[src/rtl/remote_comm_pkg.sv]
// rtl/remote_comm_pkg.sv - shared types and constants for the remote_comm UART command bridge
package remote_comm_pkg;

  typedef enum logic [1:0] {IDLE, SEND_HI, SEND_LO} cmd_state_t;
  typedef enum logic [1:0] {RX_IDLE, RX_START, RX_DATA} rx_state_t;

  localparam int         UART_FRAME_BITS = 10;
  localparam logic [7:0] RESP_CAL_DONE   = 8'hA5;

endpackage

[src/rtl/remote_comm_uart_trx.sv]
// rtl/remote_comm_uart_trx.sv - independent 8N1 UART transmitter and receiver (BAUD_DIV clocks per bit)
module uart_trx
  import remote_comm_pkg::*;
#(
  parameter int BAUD_DIV = 2604
) (
  input  logic       clk,
  input  logic       rst_n,
  input  logic       RX,
  output logic       TX,
  input  logic       trmt,
  input  logic [7:0] tx_data,
  output logic       tx_done,
  output logic       rx_rdy,
  output logic [7:0] rx_data
);

  localparam int CW = $clog2(BAUD_DIV);
  localparam logic [CW-1:0] BAUD_LAST = CW'(BAUD_DIV - 1);
  localparam logic [CW-1:0] HALF_LAST = CW'(BAUD_DIV / 2 - 1);

  logic [UART_FRAME_BITS-1:0] tx_shft;
  logic [CW-1:0]              tx_cnt;
  logic [3:0]                 tx_bits;
  logic                       tx_busy;

  // Shift register refills with ones, so its LSB is the idle-high line level.
  assign TX = tx_shft[0];

  always_ff @(posedge clk or negedge rst_n) begin
    if (!rst_n) begin
      tx_shft <= '1;
      tx_cnt  <= '0;
      tx_bits <= '0;
      tx_busy <= 1'b0;
      tx_done <= 1'b0;
    end else begin
      tx_done <= 1'b0;
      if (trmt) begin
        tx_shft <= {1'b1, tx_data, 1'b0};
        tx_cnt  <= '0;
        tx_bits <= '0;
        tx_busy <= 1'b1;
      end else if (tx_busy) begin
        if (tx_cnt == BAUD_LAST) begin
          tx_cnt  <= '0;
          tx_shft <= {1'b1, tx_shft[UART_FRAME_BITS-1:1]};
          tx_bits <= tx_bits + 4'd1;
          if (tx_bits == 4'(UART_FRAME_BITS - 1)) begin
            tx_busy <= 1'b0;
            tx_done <= 1'b1;
          end
        end else begin
          tx_cnt <= tx_cnt + 1'b1;
        end
      end
    end
  end

  logic          rx_ff1, rx_sync, rx_prev;
  rx_state_t     rx_state, rx_nxt;
  logic [CW-1:0] rx_cnt;
  logic [3:0]    rx_bits;
  logic [7:0]    rx_shft;
  logic          baud_hit;

  assign rx_data  = rx_shft;
  assign baud_hit = (rx_state == RX_START) ? (rx_cnt == HALF_LAST) : (rx_cnt == BAUD_LAST);

  always_comb begin
    rx_nxt = rx_state;
    case (rx_state)
      RX_IDLE:  if (rx_prev && !rx_sync) rx_nxt = RX_START;
      RX_START: if (baud_hit) rx_nxt = rx_sync ? RX_IDLE : RX_DATA;
      RX_DATA:  if (baud_hit && rx_bits == 4'd8) rx_nxt = RX_IDLE;
      default:  rx_nxt = RX_IDLE;
    endcase
  end

  always_ff @(posedge clk or negedge rst_n) begin
    if (!rst_n) begin
      rx_ff1   <= 1'b1;
      rx_sync  <= 1'b1;
      rx_prev  <= 1'b1;
      rx_state <= RX_IDLE;
      rx_cnt   <= '0;
      rx_bits  <= '0;
      rx_shft  <= '0;
      rx_rdy   <= 1'b0;
    end else begin
      rx_ff1   <= RX;
      rx_sync  <= rx_ff1;
      rx_prev  <= rx_sync;
      rx_state <= rx_nxt;
      rx_rdy   <= 1'b0;
      if (rx_state == RX_IDLE || baud_hit) rx_cnt <= '0;
      else                                 rx_cnt <= rx_cnt + 1'b1;
      if (rx_state == RX_START) rx_bits <= '0;
      // Ninth sample is the stop bit: deliver the byte without checking it.
      if (rx_state == RX_DATA && baud_hit) begin
        if (rx_bits == 4'd8) begin
          rx_rdy <= 1'b1;
        end else begin
          rx_shft <= {rx_sync, rx_shft[7:1]};
          rx_bits <= rx_bits + 4'd1;
        end
      end
    end
  end

endmodule

[src/rtl/remote_comm.sv]
// rtl/remote_comm.sv - two-byte command sender and response receiver; REMOTE_COMM_STICKY_SNT_EN makes cmd_snt a level
module remote_comm
  import remote_comm_pkg::*;
#(
  parameter int BAUD_DIV = 2604
) (
  input  logic        clk,
  input  logic        rst_n,
  input  logic        RX,
  output logic        TX,
  input  logic [15:0] cmd,
  input  logic        snd_cmd,
  output logic        cmd_snt,
  output logic        resp_rdy,
  output logic [7:0]  resp
);

  cmd_state_t state, nxt;
  logic [7:0] cmd_lo;
  logic       trmt, tx_done, rx_rdy, accept, lo_done;
  logic [7:0] tx_data, rx_data;

  uart_trx #(.BAUD_DIV(BAUD_DIV)) u_trx (
    .clk     (clk),
    .rst_n   (rst_n),
    .RX      (RX),
    .TX      (TX),
    .trmt    (trmt),
    .tx_data (tx_data),
    .tx_done (tx_done),
    .rx_rdy  (rx_rdy),
    .rx_data (rx_data)
  );

  // High byte goes straight from the cmd port; only the low byte must be held.
  always_comb begin
    nxt     = state;
    trmt    = 1'b0;
    tx_data = cmd[15:8];
    accept  = 1'b0;
    lo_done = 1'b0;
    case (state)
      IDLE: if (snd_cmd) begin
        accept = 1'b1;
        trmt   = 1'b1;
        nxt    = SEND_HI;
      end
      SEND_HI: begin
        tx_data = cmd_lo;
        if (tx_done) begin
          trmt = 1'b1;
          nxt  = SEND_LO;
        end
      end
      SEND_LO: if (tx_done) begin
        lo_done = 1'b1;
        nxt     = IDLE;
      end
      default: nxt = IDLE;
    endcase
  end

  always_ff @(posedge clk or negedge rst_n) begin
    if (!rst_n) begin
      state    <= IDLE;
      cmd_lo   <= '0;
      cmd_snt  <= 1'b0;
      resp_rdy <= 1'b0;
      resp     <= '0;
    end else begin
      state    <= nxt;
      resp_rdy <= rx_rdy;
      if (accept) cmd_lo <= cmd[7:0];
      if (rx_rdy) resp <= rx_data;
`ifdef REMOTE_COMM_STICKY_SNT_EN
      if (accept)       cmd_snt <= 1'b0;
      else if (lo_done) cmd_snt <= 1'b1;
`else
      cmd_snt <= lo_done;
`endif
    end
  end

endmodule

[config.mk]
export PLATFORM = sky130hd
export DESIGN_NAME = remote_comm
export DESIGN_NICKNAME = d
export VERILOG_FILES = /design/src/rtl/remote_comm_pkg.sv /design/src/rtl/remote_comm_uart_trx.sv /design/src/rtl/remote_comm.sv
export SDC_FILE = /design/constraint.sdc
export NUM_CORES = 1
export LEC_CHECK = 0
export CAP_MARGIN = 30
export CORE_MARGIN = 2
export CORE_UTILIZATION = 57
export DETAILED_ROUTE_END_ITERATION = 8
export PLACE_DENSITY = 0.79
export SETUP_SLACK_MARGIN = 0.3
export SLEW_MARGIN = 25
export SYNTH_ARGS = -nofsm -noshare
export SYNTH_HDL_FRONTEND = slang
export SYNTH_SLANG_ARGS = --single-unit
[constraint.sdc]
create_clock -name clk -period 2.15 [get_ports clk]
set_input_delay 0.215 -clock clk [delete_from_list [all_inputs] [get_ports clk]]
set_output_delay 0.215 -clock clk [all_outputs]
set_load 0.005 [all_outputs]
==> impl_metrics.tcl <==
set metrics [dict create \
    data_arrival_time_of_the_worst_path_ns 2.02 \
    cts-buffers-inserted 9 \
    cp-start-kind "register" \
    worst_path_largest_cell_delay_ns 0.44 \
    worst-slew-pin-transition_ns 0.5841 \
    io_pins 31 \
    initialDrtViolationCount 114 \
    wl_per_cell_um 14.66 \
    cellLeakagePower_nw 1.878 \
    die_width_um 83.87 \
    via_count 2691 \
    p_per_area_nw_per_um2 698.2 \
    synth_sequential_area_ratio_pct 53.41 \
    worstSkewPairLatency_ns 0.34 \
    grt_setup_unrepaired "no" \
    grt_use_total_pct 21.30 \
    type_of_the_most_critical_hold_path "input port to register" \
    fillerInstances 457 \
    routabilityCongestion 0.8514 \
    layout-drive-gt1-share_pct 21.85 \
    number_of_antenna_violations_at_the_first_check_in_global_routing 0 \
    antenna_violating_nets_left 0 \
    run_status "completed" \
    antenna-diode-count 0 \
    setup_slack_ns 0.3522 \
    detail_route.wirelength.met1_mm 2.965 \
    yosysWarningCount 0 \
    vias_per_cell 5.775 \
    num-nets-final 410 \
    synth-edff-count 0 \
    finalCritPeriodShare_pct 83.62 \
    min_period_ns 1.798 \
    number_of_global_route_vias_before_repair 2659 \
    cp_cell_sequence "and4b_1, and4_4, o21ai_2, nor3_4, buf_12, mux2_2" \
    average_footprint_of_a_synthesized_cell_um2 10.57 \
    met2_wirelength_mm 3.585 \
    area_growth_syn_to_layout_pct 20.51 \
    max-slew-margin-rel_pct 61.06 \
    cts.sink_count 77 \
    met3_wirelength_um 222 \
    highest_count_cells_in_the_layout_ignoring_fill_and_taps "sky130_fd_sc_hd__dfrtp_1, sky130_fd_sc_hd__nor2_1, sky130_fd_sc_hd__clkdlybuf4s50_1, sky130_fd_sc_hd__nand2_1, sky130_fd_sc_hd__mux2_2" \
    worst_path_max_delay_cell "sky130_fd_sc_hd__dfrtp_1" \
    setup_viol_count_final 0 \
    finalWirelength_mm 6.833 \
    grt_first_pass_wirelength_mm 12.07 \
    synth.cell_area_um2 3636 \
    critical_path_class "register to register" \
    post-route-util_pct 70.21 \
    coreArea_um2 6241 \
    synth-main-ff-cell "sky130_fd_sc_hd__dfrtp_1" \
    start_util_pct 58.26 \
    place.detailed.hpwl_mm 4.586 \
    fp-row-count 29 \
    drtPass1Iterations 5 \
    finalNonFillerCells 466 \
    post_placement_worst_setup_slack_ns 0.2013 \
    yosysUniqueCellTypes 47 \
    synth-async-reset-ratio_pct 100.0 \
    final-max-slew-violation-count 0 \
    syn-num-nets 370 \
    hold-worst-slack_ns 0.2824 \
    final_common_cell "sky130_fd_sc_hd__dfrtp_1" \
    syn_inst 344 \
    die-height_um 83.87 \
    grt_overflow 0 \
    final.setup_skew_ns 0.008578 \
    path_clk_slew_ns 0.07 \
    totalNegativeSetupSlack_ns 0 \
    final_number_of_hold_violating_endpoints 0 \
    cp_capture_type "register" \
    topRoutingLayerUsed "met4" \
    vdd.ir_drop.worst_v 0.0005395 \
    wp_data_required_ns 2.37 \
    clock.fmax_mhz 556.2 \
    cts_tree "yes" \
    ctsRootBufferMaster "sky130_fd_sc_hd__clkbuf_8" \
    clk_path_buf_depth 2 \
    floorplan.die_area_um2 7034 \
    ctsHtreeMaxLevel 3 \
    numPortBuffers 30 \
    synth-seq-cells 77 \
    path_max_fanout 8 \
    dp_cells 443 \
    detail_route.drc_violations 0 \
    max-cap-violations 0 \
    grt_max_degree 75 \
]
-- sequential cells by signal (all words and copies together), names as in the netlist, 4 cells and up --
register	count
u_trx.rx_cnt	12
u_trx.rx_bits	4
u_trx.tx_shft	9
u_trx.tx_bits	4
u_trx.rx_data	8
cmd_lo	8
resp	8
u_trx.tx_cnt	12
-- cells in the mapped netlist, types with 8 or more instances --
library cell                n  area, um^2
sky130_fd_sc_hd__nand3_1   20       100.1
sky130_fd_sc_hd__o21ai_0   11       55.05
sky130_fd_sc_hd__a21oi_1   13       65.06
sky130_fd_sc_hd__nor2_1    44       165.2
sky130_fd_sc_hd__mux2_2    24       270.3
sky130_fd_sc_hd__inv_1      9       33.78
sky130_fd_sc_hd__xor2_1     8       70.07
sky130_fd_sc_hd__nand2_1   25       93.84
sky130_fd_sc_hd__nand4_1   11       68.82
sky130_fd_sc_hd__dfrtp_1   65        1627
sky130_fd_sc_hd__dfstp_2   12       315.3
sky130_fd_sc_hd__mux2i_1   10       100.1
sky130_fd_sc_hd__clkbuf_1  14       52.55
-- kinds of logic (layout without fill, tap and decap cells) --
kind of cell | count (synthesis) | after routing | synth area share (%)
AO/OA/AOI/OAI | 49 | 49 | 8.638
flip-flops | 77 | 77 | 53.41
adder cells (fa/ha/maj) | 6 | 6 | 2.065
XOR/XNOR | 14 | 14 | 3.372
multiplexers | 34 | 34 | 10.19
AND/OR/NAND/NOR | 133 | 133 | 18.76
buffers and inverters | 31 | 76 | 3.578
-- critical path: cells and delay by family, from the launching register on --
kind / cells / cell delay [ns]
buffers and inverters: 1 / 0.14
AND/OR/NAND/NOR: 3 / 0.67
AO/OA/AOI/OAI: 1 / 0.08
flip-flops: 1 / 0.44
multiplexers: 1 / 0.33
-- per-layer routing --
| layer | track usage [%] | vias up |
|---|---|---|
| li1 | - | 1299 |
| met1 | 26.26 | 1339 |
| met2 | 36.73 | 45 |
| met3 | 6.231 | 8 |
| met4 | 5.718 | 0 |
| met5 | 0 | - |
-- power by group --
group	internal, mW	switching [mW]
registers	1.51	0.0779
clock network	0.685	0.505
logic	0.143	0.137
-- final timing paths --
kind	start	end	slack, ns	cells past startpoint
worst min register to register	u_trx.rx_ff1	u_trx.rx_sync	0.36	0
worst min-delay path	RX	u_trx.rx_ff1	0.28	1
worst max register to register	u_trx.rx_cnt[5]	u_trx.rx_data[6]	0.35	6
min in group asynchronous	rst_n	u_trx.tx_cnt[3]	0.35	2
worst max-delay path	u_trx.rx_cnt[5]	u_trx.rx_data[6]	0.35	6
max in group asynchronous	rst_n	u_trx.tx_shft[5]	1.04	4
-- stage by stage --
step	power (mW)	instance area, um^2
finish	3.059	4382
global route	3.197	4382
CTS	3.065	4259
detailed placement	1.869	4035
global placement	1.855	4035
floorplan	1.752	3636
-- repair_timing --
action	4_1_cts	5_1_grt
gates cloned	0	0
pin swaps	1	2
endpoints found under the setup margin	15	17
hold endpoints to repair	0	30
setup buffers	0	5
resized for setup	1	12
hold buffers	0	1
-- cell type report --
type	instances	area [um^2]	share of cell area, %
clock buffer	12	145.1	3.312
inverter	10	41.29	0.9423
timing repair buffer	50	475.5	10.85
multi-input combinational	236	1605	36.64
clock inverter	4	72.57	1.656
sequential	77	1946	44.40
tap	77	96.34	2.199
Note: power is estimated with default switching activity, not from simulation.
